<file path="src/rtl/snake_tile_render.sv">
// -----------------------------------------------------------------------------
// snake_tile_render
//
// Renders a snake playfield as 8-bit RRRGGGBB video. The board is a grid of
// COLS x ROWS tiles, each TILE_PX pixels square, stored as 2-bit codes
// (0 empty, 1 body, 2 head, 3 food) in a tile RAM. The game logic writes the
// RAM through a simple write port; the video side reads it every pixel.
// A clear sweep (clr_req) zeroes every tile, one per clock.
//
// Pipeline (pixel coordinate presented at cycle n, colour at cycle n+2):
//   stage 1: tile address / on-board flag / syncs / valid registered
//   stage 2: RAM output register / syncs / valid registered
//
// Ports
//   clk                 pixel clock, rising edge
//   rst                 asynchronous reset, active low
//   pixel_x, pixel_y    pixel coordinate, already advanced 2 clk
//   valid               active-video flag
//   hsync_in, vsync_in  active-low syncs from the timing generator
//   wr_en/wr_addr/wr_data  tile write port (ignored while busy)
//   clr_req             single-cycle request to clear the board
//   busy                clear sweep in progress
//   rgb                 RRRGGGBB colour, 0 outside active video
//   de                  data enable (valid delayed 2)
//   hsync_out, vsync_out  syncs delayed 2
//
// Build option
//   SNAKE_GRID_EN       when defined, empty tiles draw a grid line (8'h49) on
//                       their first pixel column and first pixel row.
// -----------------------------------------------------------------------------
module snake_tile_render #(
    parameter int TILE_PX = 20,
    parameter int COLS    = 40,
    parameter int ROWS    = 30
) (
    input  logic        clk,
    input  logic        rst,
    input  logic [9:0]  pixel_x,
    input  logic [9:0]  pixel_y,
    input  logic        valid,
    input  logic        hsync_in,
    input  logic        vsync_in,
    input  logic        wr_en,
    input  logic [10:0] wr_addr,
    input  logic [1:0]  wr_data,
    input  logic        clr_req,
    output logic        busy,
    output logic [7:0]  rgb,
    output logic        de,
    output logic        hsync_out,
    output logic        vsync_out
);

    localparam int TILES = COLS * ROWS;

    typedef enum logic {IDLE, CLEAR} state_t;

    state_t      state;
    logic [10:0] clr_addr;

    logic [1:0]  ram [0:TILES-1];

    // Tile coordinate of the incoming pixel.
    logic [9:0]  tile_x;
    logic [9:0]  tile_y;
    logic        in_board;
    logic [10:0] rd_addr;

    assign tile_x   = pixel_x / 10'(TILE_PX);
    assign tile_y   = pixel_y / 10'(TILE_PX);
    assign in_board = (tile_x < 10'(COLS)) && (tile_y < 10'(ROWS));
    // Only meaningful when in_board; off-board pixels never reach the RAM.
    assign rd_addr  = 11'(tile_y) * 11'(COLS) + 11'(tile_x);

    // Stage registers
    logic [10:0] addr_q;
    logic        board_q;
    logic        valid_q;
    logic        hsync_q;
    logic        vsync_q;
    logic [1:0]  tile_q;

    // Frame counter for the food blink
    logic        vsync_prev;
    logic [7:0]  frame_cnt;
    logic        blink;

    assign blink = frame_cnt[4];

    // NOTE: sequential state uses non-blocking assignments only, so every
    // register samples the pre-edge value of the others regardless of order.
    always_ff @(posedge clk or negedge rst) begin
        if (!rst) begin
            addr_q    <= '0;
            board_q   <= 1'b0;
            valid_q   <= 1'b0;
            hsync_q   <= 1'b1;
            vsync_q   <= 1'b1;
            tile_q    <= 2'd0;
            de        <= 1'b0;
            hsync_out <= 1'b1;
            vsync_out <= 1'b1;
        end else begin
            addr_q    <= in_board ? rd_addr : 11'd0;
            board_q   <= in_board;
            valid_q   <= valid;
            hsync_q   <= hsync_in;
            vsync_q   <= vsync_in;
            // Off-board tiles read as empty without touching the RAM.
            tile_q    <= board_q ? ram[addr_q] : 2'd0;
            de        <= valid_q;
            hsync_out <= hsync_q;
            vsync_out <= vsync_q;
        end
    end

    always_ff @(posedge clk or negedge rst) begin
        if (!rst) begin
            vsync_prev <= 1'b1;
            frame_cnt  <= 8'd0;
        end else begin
            vsync_prev <= vsync_in;
            if (vsync_prev && !vsync_in)
                frame_cnt <= frame_cnt + 8'd1;
        end
    end

    // Clear FSM: one tile per cycle from address 0 to TILES-1.
    always_ff @(posedge clk or negedge rst) begin
        if (!rst) begin
            state    <= IDLE;
            clr_addr <= '0;
            busy     <= 1'b0;
        end else begin
            case (state)
                IDLE: begin
                    if (clr_req) begin
                        state    <= CLEAR;
                        clr_addr <= '0;
                        busy     <= 1'b1;
                    end
                end
                CLEAR: begin
                    if (clr_addr == 11'(TILES - 1)) begin
                        state <= IDLE;
                        busy  <= 1'b0;
                    end else begin
                        clr_addr <= clr_addr + 11'd1;
                    end
                end
                default: state <= IDLE;
            endcase
        end
    end

    // Write-port arbitration: the sweep owns the port while clearing.
    logic        ram_we;
    logic [10:0] ram_waddr;
    logic [1:0]  ram_wdata;

    // NOTE: every always_comb output gets a default first, so no path can
    // leave it unassigned and infer a latch.
    always_comb begin
        ram_we    = 1'b0;
        ram_waddr = wr_addr;
        ram_wdata = wr_data;
        if (state == CLEAR) begin
            ram_we    = 1'b1;
            ram_waddr = clr_addr;
            ram_wdata = 2'd0;
        end else if (wr_en && ({1'b0, wr_addr} < 12'(TILES))) begin
            ram_we = 1'b1;
        end
    end

    // NOTE: the tile RAM has no reset; contents are only defined after a clear
    // sweep, which keeps it mappable onto block RAM. A read and write of the
    // same address on one edge return the old data to the read register.
    always_ff @(posedge clk) begin
        if (ram_we)
            ram[ram_waddr] <= ram_wdata;
    end

`ifdef SNAKE_GRID_EN
    logic on_grid;
    logic grid_q1;
    logic grid_q2;

    assign on_grid = ((pixel_x % 10'(TILE_PX)) == 10'd0) ||
                     ((pixel_y % 10'(TILE_PX)) == 10'd0);

    always_ff @(posedge clk or negedge rst) begin
        if (!rst) begin
            grid_q1 <= 1'b0;
            grid_q2 <= 1'b0;
        end else begin
            grid_q1 <= on_grid;
            grid_q2 <= grid_q1;
        end
    end
`endif

    // Colour lookup on the registered tile code; blanked outside active video.
    always_comb begin
        rgb = 8'h00;
        if (de) begin
            case (tile_q)
                2'd1:    rgb = 8'h1C;
                2'd2:    rgb = 8'hFC;
                2'd3:    rgb = blink ? 8'hE0 : 8'h00;
                default: rgb = 8'h00;
            endcase
`ifdef SNAKE_GRID_EN
            if (tile_q == 2'd0 && grid_q2)
                rgb = 8'h49;
`endif
        end
    end

endmodule

</file>
<file path="config.mk">
export PLATFORM = sky130hd
export DESIGN_NAME = snake_tile_render
export DESIGN_NICKNAME = d
export VERILOG_FILES = /design/src/rtl/snake_tile_render.sv
export SDC_FILE = /design/constraint.sdc
export NUM_CORES = 2
export LEC_CHECK = 0
export ABC_CLOCK_PERIOD_IN_PS = 103900
export BUFFER_PORTS_ARGS = -buffer_cell sky130_fd_sc_hd__buf_2
export CORE_UTILIZATION = 51
export DETAILED_ROUTE_END_ITERATION = 7
export PLACE_DENSITY = 0.68
export SETUP_SLACK_MARGIN = 0.5
export SYNTH_ARGS = -nofsm -noshare
export SYNTH_HDL_FRONTEND = slang
export SYNTH_SLANG_ARGS = --single-unit
export TNS_END_PERCENT = 100
</file>
<file path="constraint.sdc">
create_clock -name clk -period 103.9 [get_ports clk]
set_input_delay 15.585 -clock clk [delete_from_list [all_inputs] [get_ports clk]]
set_output_delay 15.585 -clock clk [all_outputs]
set_load 0.005 [all_outputs]
</file>
==> run metrics <==
Routability Congestion about 0.86; final number of hold-violating endpoints 0; cell area power density 22.0 mW/mm2; Synth Area in Adders 0.253%; status complete, but fails checks; Hold Buf Count CTS 0; GRT Total Usage between 20% and 30%; Final ANT Viol Nets 0; relative slew slack 12.9%; mux cell area share after synthesis 14.9%; Slew @ Worst Pin 1300 ps; highest clock rate 51.8 MHz; final core occ 56.9%; Final #Nets 5,836; final cell count without fillers 8,620; post-synthesis cell area between 0.1 and 0.15 mm2; Worst Skew 58.4 ps; Synth Area in Compound Gates 2.92%; I/O Pins 52; CTS Sinks 2,438; total power ~0.0024 W; Worst Path Required around 100,000 ps; Post-synth EDFFs 2,400; most common cell after layout, fill and taps aside edfxtp_1; routed vias 56,031; clk buf depth 3; Final Slew Violations 0; crit start category input pin; placed insts 8,168; total CTS buffers 234; Area growth, synth to finish 10.4%; Root Buffer clkbuf_16; area fraction in and, or, nand and nor cells after synthesis 6.73%; Rows 162; Critical Path AT roughly 20,000 ps; DRT Wirelength 273,000 um; min cycle time layout 19,290 ps; commonest non-fill, non-tap cells in the layout edfxtp_1 (2,400), nor2_1 (1,246), mux4_2 (587), clkbuf_16 (235), mux2i_1 (170); share of cells above drive strength 1 19.9%; largest net degree at the start of global routing 240; leading area contributor after synthesis edfxtp_1; postcts setup bufs 0; DR WL/cell 31.7 um; failing checks design-rule violations; filler cell count 14,587; worst-path maximum fanout about 110; Critical Path Sink Type register; total of max-cap violations 0; Setup Total Neg Slack 0 ps; number of global-route vias before repair 55,347; synth top area cells edfxtp_1 (71%), mux4_2 (13%), nor2_1 (4.7%); DRT iter0 DRCs 8,473; core area 0.196 mm2; Clock Pin Slew Worst Setup and Hold Paths around 60 ps; library cells used by synthesis 77; fraction of the cycle the final worst path needs about 19%; post-synthesis xor/xnor area fraction less than 1%; Synth Flop Type edfxtp_1; main combinational cell family by area after synthesis multiplexers; Synth Instances 5,832; worst vdd ir ~0.02 mV; Pre-antenna DRT Iters 6; total die area 0.200 mm2; final setup violating endpoints 0; ys async rst share 1.56%; die width 447 um; flops & latches, synth 2,438; GRT overflow 0; global-route wire length before repair 389,000 um; RSZ-0062 raised after global routing false; CTS tree done; antenna violations before repair 14; Die Y-Extent 447 um; htree depth 4; Yosys Warn Count 0; Hold Path Class reg -> reg; Leak between 30 and 40 nW; register area share after synthesis 72.4%; worst skew pair latency 880 ps; post-CTS sizing 0; via/cell ratio about 6.5; drt drc 3; PortBufs 45; Initial Util 51.6%; critical path type in -> reg; Avg Cell Area, Syn 17.3 um2; post-synth top area share 71.5%; Final HPWL DP about 150,000 um
-- critical path, cell delays in order --
cell,delay [ps]
buf_2,80
nor2b_4,600
buf_4,900
buf_4,860
buf_4,820
buf_4,810
-- routing by layer --
metal	share of wire (%)	GRT usage, %	routed length, um	up-vias
met5	0.0048	0	13	-
met1	38	38.2	104000	29370
met4	3.6	9.70	9910	2
li1	-	-	-	22773
met3	11	5.99	29800	500
met2	48	43.2	130000	3386
-- path summary, 6_finish.rpt --
| path | cells after the start | slack, ps | end | from |
|---|---|---|---|---|
| min in group asynchronous | 1 | 14830 | clr_addr[3] | rst |
| hold reg to reg | 0 | 350 | hsync_out | hsync_q |
| max in group asynchronous | 1 | 88390 | addr_q[4] | rst |
| setup reg to reg | 13 | 97500 | tile_q[0] | addr_q[1] |
| setup / recovery | 6 | 84610 | ram[450][1] | wr_data[1] |
| hold / removal | 0 | 350 | hsync_out | hsync_q |
-- area by class of cell --
type                       count  area (um2)  share of cell area (%)
timing repair buffer         185        1390                    1.25
clock buffer                 280        6060                    5.44
antenna                       16        40.0                  0.0359
tap                         2624        3280                    2.95
multi-input combinational   2896       25500                    22.9
sequential                  2438       73000                    65.6
clock inverter               156        1920                    1.72
inverter                      25         101                  0.0910
-- through the flow --
step,setup WS (ps),area [um2],hold slack (ps)
6_report,84610,111000,355
5_1_grt,84360,111000,358
4_1_cts,84640,111000,357
3_5_place_dp,83730,103000,348
3_3_place_gp,83820,103000,332
2_1_floorplan,53780,101000,331
-- state kept, by name, summed over array words and instances, names as in the netlist --
name        count
addr_q         11
board_q         1
busy            1
clr_addr       11
de              1
frame_cnt       5
hsync_out       1
hsync_q         1
ram          2400
state           1
tile_q          2
valid_q         1
vsync_out       1
vsync_prev      1
-- power breakdown --
| part | total [W] | switching [W] | internal [W] | leakage [nW] |
|---|---|---|---|---|
| clock | 0.000883 | 0.000374 | 0.000509 | 3.84 |
| sequential | 0.00110 | 0.0000119 | 0.00109 | 22.7 |
| combinational | 0.000467 | 0.000326 | 0.000141 | 7.60 |
| total | 0.00245 | 0.000712 | 0.00174 | 34.1 |
-- cells in the mapped netlist, types with 5 or more instances --
cell type	number
a211oi_1	32
a21o_1	6
a21oi_1	74
a221oi_1	11
a22o_1	13
a22oi_1	70
a311oi_1	6
a31oi_1	17
and2_1	7
and3_1	7
buf_1	37
buf_12	6
buf_2	67
buf_4	29
buf_6	45
buf_8	10
clkbuf_1	280
dfrtp_1	34
edfxtp_1	2400
ha_1	14
inv_1	22
mux2_2	8
mux2i_1	170
mux4_2	587
nand2_1	153
nand2b_1	34
nand3_1	73
nand3b_1	7
nand4_1	16
nor2_1	1256
nor2b_1	39
nor3_1	42
nor4_1	11
o211ai_1	11
o21ai_0	40
o221ai_1	47
o22ai_1	40
o311ai_1	5
o31ai_1	5
or3_1	10
xnor2_1	14
xor2_1	9
-- kinds of logic (layout without fill, tap and decap cells) --
family	Yosys count	in the layout
muxes	765	765
DFF	2438	2438
and+or+nand+nor	1667	1667
xor gates and xnor gates	23	23
AOI/OAI and AO/OA	419	419
other	1	18
adders and majority gates	20	20
buffers and inverters	499	646
(Power assumes the default switching activity.)
